===== src/rtl/w_stage_grf.sv =====
// ---------------------------------------------------------------------------
// w_stage_grf
// Consumer end of the W-stage pipeline register. Decodes the destination
// register and write-back source of the instruction sitting in W, commits the
// result into a 32x32 general register file, and serves two combinational
// read ports to the D stage with a W->D bypass. Also keeps a retire counter
// and a one-cycle registered write trace.
//
// Ports:
//   clk, reset          rising-edge clock, asynchronous active-high reset
//   we                  W stage holds a valid instruction this cycle
//   w_instr/w_pc        W-stage instruction and PC
//   w_alu/w_dm          W-stage ALU result and data-memory read data
//   rs_addr/rt_addr     D-stage read addresses
//   rs_data/rt_data     D-stage read data (bypassed from W when applicable)
//   trace_valid         a register write committed on the previous edge
//   trace_pc/addr/data  PC, destination and data of that committed write
//   retire_cnt          count of retired non-bubble instructions
// ---------------------------------------------------------------------------
module w_stage_grf #(
    parameter int          CNT_W       = 32,
    parameter logic [31:0] LINK_OFFSET = 32'd8
) (
    input  logic             clk,
    input  logic             reset,
    input  logic             we,
    input  logic [31:0]      w_instr,
    input  logic [31:0]      w_pc,
    input  logic [31:0]      w_alu,
    input  logic [31:0]      w_dm,
    input  logic [4:0]       rs_addr,
    input  logic [4:0]       rt_addr,
    output logic [31:0]      rs_data,
    output logic [31:0]      rt_data,
    output logic             trace_valid,
    output logic [31:0]      trace_pc,
    output logic [4:0]       trace_addr,
    output logic [31:0]      trace_data,
    output logic [CNT_W-1:0] retire_cnt
);

    localparam logic [5:0] OP_SPECIAL = 6'h00;
    localparam logic [5:0] OP_JAL     = 6'h03;
    localparam logic [5:0] OP_ORI     = 6'h0d;
    localparam logic [5:0] OP_LUI     = 6'h0f;
    localparam logic [5:0] OP_LW      = 6'h23;
    localparam logic [5:0] FN_JR      = 6'h08;
    localparam logic [5:0] FN_JALR    = 6'h09;

    logic [5:0]  op;
    logic [5:0]  funct;
    logic        dec_write;
    logic [4:0]  dst;
    logic [31:0] wr_data;
    logic [31:0] link_addr;
    logic        wr_en;

    logic [31:0] regs [32];

    assign op        = w_instr[31:26];
    assign funct     = w_instr[5:0];
    assign link_addr = w_pc + LINK_OFFSET;

    // Destination and write-back source decode for the instruction in W.
    always_comb begin
        dec_write = 1'b0;
        dst       = 5'd0;
        wr_data   = w_alu;
        case (op)
            OP_SPECIAL: begin
                if (funct != FN_JR) begin
                    dec_write = 1'b1;
                    dst       = w_instr[15:11];
                    wr_data   = (funct == FN_JALR) ? link_addr : w_alu;
                end
            end
            OP_ORI, OP_LUI: begin
                dec_write = 1'b1;
                dst       = w_instr[20:16];
                wr_data   = w_alu;
            end
            OP_LW: begin
                dec_write = 1'b1;
                dst       = w_instr[20:16];
                wr_data   = w_dm;
            end
            OP_JAL: begin
                dec_write = 1'b1;
                dst       = 5'd31;
                wr_data   = link_addr;
            end
            default: begin
                dec_write = 1'b0;
            end
        endcase
    end

    // $0 is hardwired, so a $0-destined write is treated as no write at all
    // (no commit, no bypass, no trace pulse).
    assign wr_en = we & dec_write & (dst != 5'd0);

    // Register file storage; entry 0 is cleared on reset and never written.
    always_ff @(posedge clk or posedge reset) begin
        if (reset) begin
            for (int i = 0; i < 32; i++) begin
                regs[i] <= 32'd0;
            end
        end else if (wr_en) begin
            regs[dst] <= wr_data;
        end
    end

    // Read ports: $0 first, then the same-cycle bypass, then storage.
    always_comb begin
        rs_data = regs[rs_addr];
        if (rs_addr == 5'd0) begin
            rs_data = 32'd0;
        end else if (wr_en && (rs_addr == dst)) begin
            rs_data = wr_data;
        end
    end

    always_comb begin
        rt_data = regs[rt_addr];
        if (rt_addr == 5'd0) begin
            rt_data = 32'd0;
        end else if (wr_en && (rt_addr == dst)) begin
            rt_data = wr_data;
        end
    end

    // Write trace: pulses for one cycle per commit, payload holds otherwise.
    always_ff @(posedge clk or posedge reset) begin
        if (reset) begin
            trace_valid <= 1'b0;
            trace_pc    <= 32'd0;
            trace_addr  <= 5'd0;
            trace_data  <= 32'd0;
        end else begin
            trace_valid <= wr_en;
            if (wr_en) begin
                trace_pc   <= w_pc;
                trace_addr <= dst;
                trace_data <= wr_data;
            end
        end
    end

    // Retire counter: every valid non-bubble instruction counts, including
    // ones that do not write a register.
    always_ff @(posedge clk or posedge reset) begin
        if (reset) begin
            retire_cnt <= '0;
        end else if (we && (w_instr != 32'd0)) begin
            retire_cnt <= retire_cnt + 1'b1;
        end
    end

endmodule


===== config.mk =====
export PLATFORM = sky130hd
export DESIGN_NAME = w_stage_grf
export DESIGN_NICKNAME = d
export VERILOG_FILES = /design/src/rtl/w_stage_grf.sv
export SDC_FILE = /design/constraint.sdc
export NUM_CORES = 2
export LEC_CHECK = 0
export CAP_MARGIN = 20
export CORE_ASPECT_RATIO = 0.9
export CORE_MARGIN = 2
export CORE_UTILIZATION = 61
export DETAILED_ROUTE_END_ITERATION = 7
export PLACE_DENSITY = 0.81
export SYNTH_ARGS = -nofsm -noshare
export SYNTH_HDL_FRONTEND = slang
export SYNTH_SLANG_ARGS = --single-unit

===== constraint.sdc =====
create_clock -name clk -period 48.5 [get_ports clk]
set_clock_uncertainty 0.1 [all_clocks]
set_input_delay 9.7 -clock clk [delete_from_list [all_inputs] [get_ports clk]]
set_output_delay 9.7 -clock clk [all_outputs]
set_load 0.05 [all_outputs]

### Word-level counts from Yosys, hierarchy flattened

Index checks and enable logic that the tools add are counted.

| word-level totals | value |
|---|---|
| word-level logic and storage cells | 87 |
| output and inout port bits | 166 |
| flip-flop bits (word level) | 1126 |

| cells by class | value |
|---|---|
| order comparisons | 4 |
| add/subtract/negate cells | 2 |
| eq/ne operators | 8 |
| muxes and demuxes | 20 |
| reduce and logical (&&, ||, !) cells | 11 |
| bitwise gates (word level) | 5 |

Operator list:

| kind | number |
|---|---|
| $bwmux W1024 | 1 |
| $mux W32 | 11 |
| $bmux W32 S5 | 2 |
| $demux W32 S5 | 1 |
| $pmux W32 S3 | 1 |
| $add A32 B1 Y32 const B | 1 |
| $add A32 B4 Y32 const B | 1 |
| $reduce_bool A32 Y1 | 1 |
| $eq A6 B4 Y1 const B | 3 |
| $ge A6 B6 Y1 const B | 3 |
| $not A5 Y6 | 3 |
| $pmux W5 S3 | 1 |
| $eq A5 B5 Y1 | 2 |
| $logic_not A5 Y1 | 2 |
| $eq A6 B2 Y1 const B | 1 |
| $eq A6 B6 Y1 const B | 1 |
| $logic_not A6 Y1 | 1 |
| $lt A6 B1 Y1 const B | 1 |
| $ne A6 B4 Y1 const B | 1 |
| $mux W5 | 1 |
| $reduce_bool A5 Y1 | 1 |
| $logic_and A1 B1 Y1 | 4 |
| $reduce_or A4 Y1 | 1 |
| $reduce_or A3 Y1 | 1 |
| 3 further kinds | 4 |

### Longest topological paths before layout

| depth | value |
|---|---|
| depth after elaboration | 9 |
| mapped depth | 11 |
| depth with buffers taken out | 8 |

### Worst setup path after synthesis

Ideal clock, no wire load.

| timing | value |
|---|---|
| kind | input-to-output |
| from | input w_instr[28] |
| to | output rs_data[0] |
| cell stages on the path | 11 |
| arrival | 12.905 ns |
| path slack | 25.795 ns |
| buffers on the path | 3 |
| cell sequence | or4_4 a211oi_4 buf_6 a221o_1 nor2_1 a31o_2 inv_2 buf_4 buf_4 a31oi_1 a211oi_1 |

| on the way | value |
|---|---|
| cells in the longest elaborated chain, start to end | 8 |

Ends and longest elaborated chain:

| item | RTL line | RTL |
|---|---|---|
| start, declared | 27 | `input logic [31:0] w_instr,` |
| $eq A6 B6 Y1, or another cell as far along | 69 | `case (op)` |
| $reduce_or A3 Y1 (no source line) / $reduce_or A4 Y1 (equally long branches) | - |  |
| $pmux W5 S3 / $pmux W1 S2 (equally long branches) | 69 |  |
| $reduce_bool A5 Y1 / $and A1 B1 Y1 (equally long branches) | 100 | `assign wr_en = we & dec_write & (dst != 5'd0);` |
| $and A1 B1 Y1 | 100 |  |
| $logic_and A1 B1 Y1 | 118 | `end else if (wr_en && (rs_addr == dst)) begin` |
| $mux W32 (*) | 118 |  |
| $mux W32 (*) | 116 | `if (rs_addr == 5'd0) begin` |
| end, declared | 33 | `output logic [31:0] rs_data,` |

Every way passes the cells marked *; elsewhere a longest branch is shown, timed or not.

### Worst setup path after layout

| timing | value |
|---|---|
| from | input rs_addr[0] |
| to | output rs_data[11] |

| on the way | value |
|---|---|
| cells in the longest elaborated chain, start to end | 6 |

Ends and longest elaborated chain:

| item | RTL line | RTL |
|---|---|---|
| start, declared | 31 | `input logic [4:0] rs_addr,` |
| $not A5 Y6 (not written as such) | 115 | `rs_data = regs[rs_addr];` |
| $bmux W32 S5 | 115 |  |
| $mux W32 (not written as such) (2 in a row) | 115 |  |
| $mux W32 | 118 |  |
| $mux W32 (*) | 116 |  |

Every way passes the cells marked *; elsewhere a longest branch is shown, timed or not. The select of a mux whose other input is x is not followed.

==> flow_metrics.tcl <==
set metrics [dict create \
    status "complete, no violations" \
    clk_pin_slew_worst_paths_ns 0.06 \
    synthDistinctLibCells 57 \
    drive_gt1_frac 0.2223 \
    antenna_left 0 \
    relSlewSlack 0.2257 \
    cp.required_ns 38.70 \
    grt_max_degree 129 \
    first_pass_iters 8 \
    numPortBuffers 306 \
    worst_pin_slew_ns 1.162 \
    via_per_inst 7.183 \
    final.min_clock_period_ns 25.34 \
    holdBufCountCts 0 \
    initial_core_util 0.6145 \
    placed_cells 6016 \
    grt.total_usage 0.3854 \
    hold_viol_final 0 \
    fin_setup_tns_ns 0 \
    leakage_nw 27.42 \
    fmax_mhz 39.46 \
    dieArea_um2 97560 \
    cts_setup_buffers 0 \
    path_class "input pin to primary output" \
    syn_to_final_growth_pct 12.69 \
    die_h_um 296.5 \
    ys_seq_elements 1126 \
    synth_top_area_cell "dfrtp_1" \
    synthFlopType "dfrtp_1" \
    row_count 107 \
    clockRootBuffer "clkbuf_16" \
    synth_seq_area_share 0.4858 \
    place.gp.congestion 0.8584 \
    critical_path.max_fanout 83 \
    clk_path_buf_depth 3 \
    worstSetupEndpointType "primary output" \
    antenna_found_initial 7 \
    syn_avg_cell_area_um2 11.87 \
    synth_area_leaders "dfrtp_1 (49%), mux4_2 (25%), o21ai_0 (6.5%)" \
    synth_nets 5027 \
    irDropWorstVdd_v 0.00003947 \
    vias 44747 \
    synth.most_common_cell "dfrtp_1" \
    fp.dieW_um 329.0 \
    setup_viol 0 \
    fill_cells 6142 \
    fin_cells 6230 \
    place_hpwl_um 101900 \
    synth_top_cell_area_share 0.4858 \
    rsz0062_at_grt "no" \
    core_area_um2 94380 \
    grt_pass1_wl_um 279700 \
    syn_inst 4884 \
    htreeDepth 3 \
    cts_tree "built" \
    drc 0 \
    drt_wl_total_um 183100 \
    ctsResizeCount 0 \
    fin_crit_sh 0.5225 \
    worstSkewPairLatency_ns 0.71 \
    worst_hold_path_type "register to register" \
    postSynth.asyncResetShare 1.000 \
    synthTopCellsByCount "dfrtp_1 (1,126), nand2_1 (887), o21ai_0 (757), mux4_2 (640), clkbuf_1 (401)" \
    seq_area_um2 28180 \
    maxCapViolCount 0 \
    io_pins 307 \
    nets 5023 \
    cts_buffers 113 \
    synth-warning-count 0 \
    crit_path_start_kind "input pin" \
    cp.arrival_ns 15.54 \
    powerDensity_nw_per_um2 33.20 \
    cts_sinks 1126 \
    wire_per_inst_um 29.39 \
    grt_pass1_vias 45840 \
    synth_edf_count 0 \
    multi_input_area_um2 27850 \
    slew_viol_final 0 \
    drtIter0Drc 6244 \
    gr-total-overflow 0 \
    netlist_area_um2 58000 \
]
-- where the power goes --
group	leakage [nW]	switching [mW]	internal, mW
clock network	1.86	0.387	0.508
registers	15.6	0.0260	0.971
logic	9.95	0.180	0.0984
total	27.4	0.592	1.58
-- area by class of cell --
class                   count  area share
repair buffers            412     0.06004
clock inverters            44    0.007065
multi-input cells        3219      0.4262
clock buffers             167     0.05096
inverters                   8   0.0005743
flip-flops and latches   1126      0.4311
diodes                      1  0.00003829
well taps                1253     0.02399
-- metrics by stage --
stage,setup WS [ns],power [mW],util,hold slack (ns),instance area [µm²]
after floorplan,6.992,1.189,-,0.3413,58000
after global placement,23.08,1.281,0.6517,0.2763,61510
after detailed placement,23.06,1.288,0.6517,0.2833,61510
after CTS,23.03,2.167,0.6919,0.2976,65300
after global routing,22.65,2.226,0.6924,0.3133,65350
final,23.16,2.170,0.6924,0.2949,65350
-- layout by cell type, fill, tap and decap left out, types with 18 or more instances in the layout --
cell / n
a211oi_1: 64
a21oi_1: 193
a222oi_1: 30
a31oi_1: 64
buf_4: 104
clkbuf_1: 24
clkbuf_16: 113
clkbuf_8: 30
clkdlybuf4s50_1: 296
clkinv_2: 23
dfrtp_1: 1126
mux2_2: 95
mux4_2: 640
nand2_1: 864
nand2_2: 20
nand3_1: 18
nor2_1: 212
o21ai_0: 757
o21ai_1: 78
xnor2_1: 58
-- routing by layer --
layer / GRT usage / part of all wire / vias to the layer above
met4: 0.2261 / 0.068 / 8
met5: 0 / 0.00028 / -
li1: - / - / 17980
met1: 0.5046 / 0.35 / 22421
met3: 0.1146 / 0.13 / 791
met2: 0.5797 / 0.45 / 3547
-- kinds of logic after synthesis --
group,share of synthesized area
flops,0.4858
mux,0.2670
fa+ha+maj,0.0004314
buf+inv,0.03719
xor+xnor,0.01027
simple gates,0.08511
compound gates,0.1142
-- flip-flops by register name, indices dropped and copies added, names as in the netlist --
signal	count
trace_addr	5
trace_valid	1
regs	1024
trace_data	32
trace_pc	32
retire_cnt	32
-- path summary, 6_finish.rpt --
check,startpoint,end,slack [ns],cells after the start
min,regs[1006],regs[1006],0.29,0
max in group asynchronous,reset,regs[96],34.78,6
max reg2reg,retire_cnt[7],retire_cnt[30],45.90,6
min in group asynchronous,reset,retire_cnt[24],9.45,2
max,rs_addr[0],rs_data[11],23.16,10
min reg2reg,regs[1006],regs[1006],0.29,0
-- worst max-delay path, cell delays in order --
cell and delay, ns:
buf_8 0.69, buf_4 0.79, buf_4 0.81, buf_4 0.91
mux4_2 0.62, mux4_2 0.47, mux2_2 0.33, a31oi_1 0.17
a211oi_1 0.08, clkdlybuf4s50_1 0.76
No activity file was read; power rests on OpenSTA's default activity.
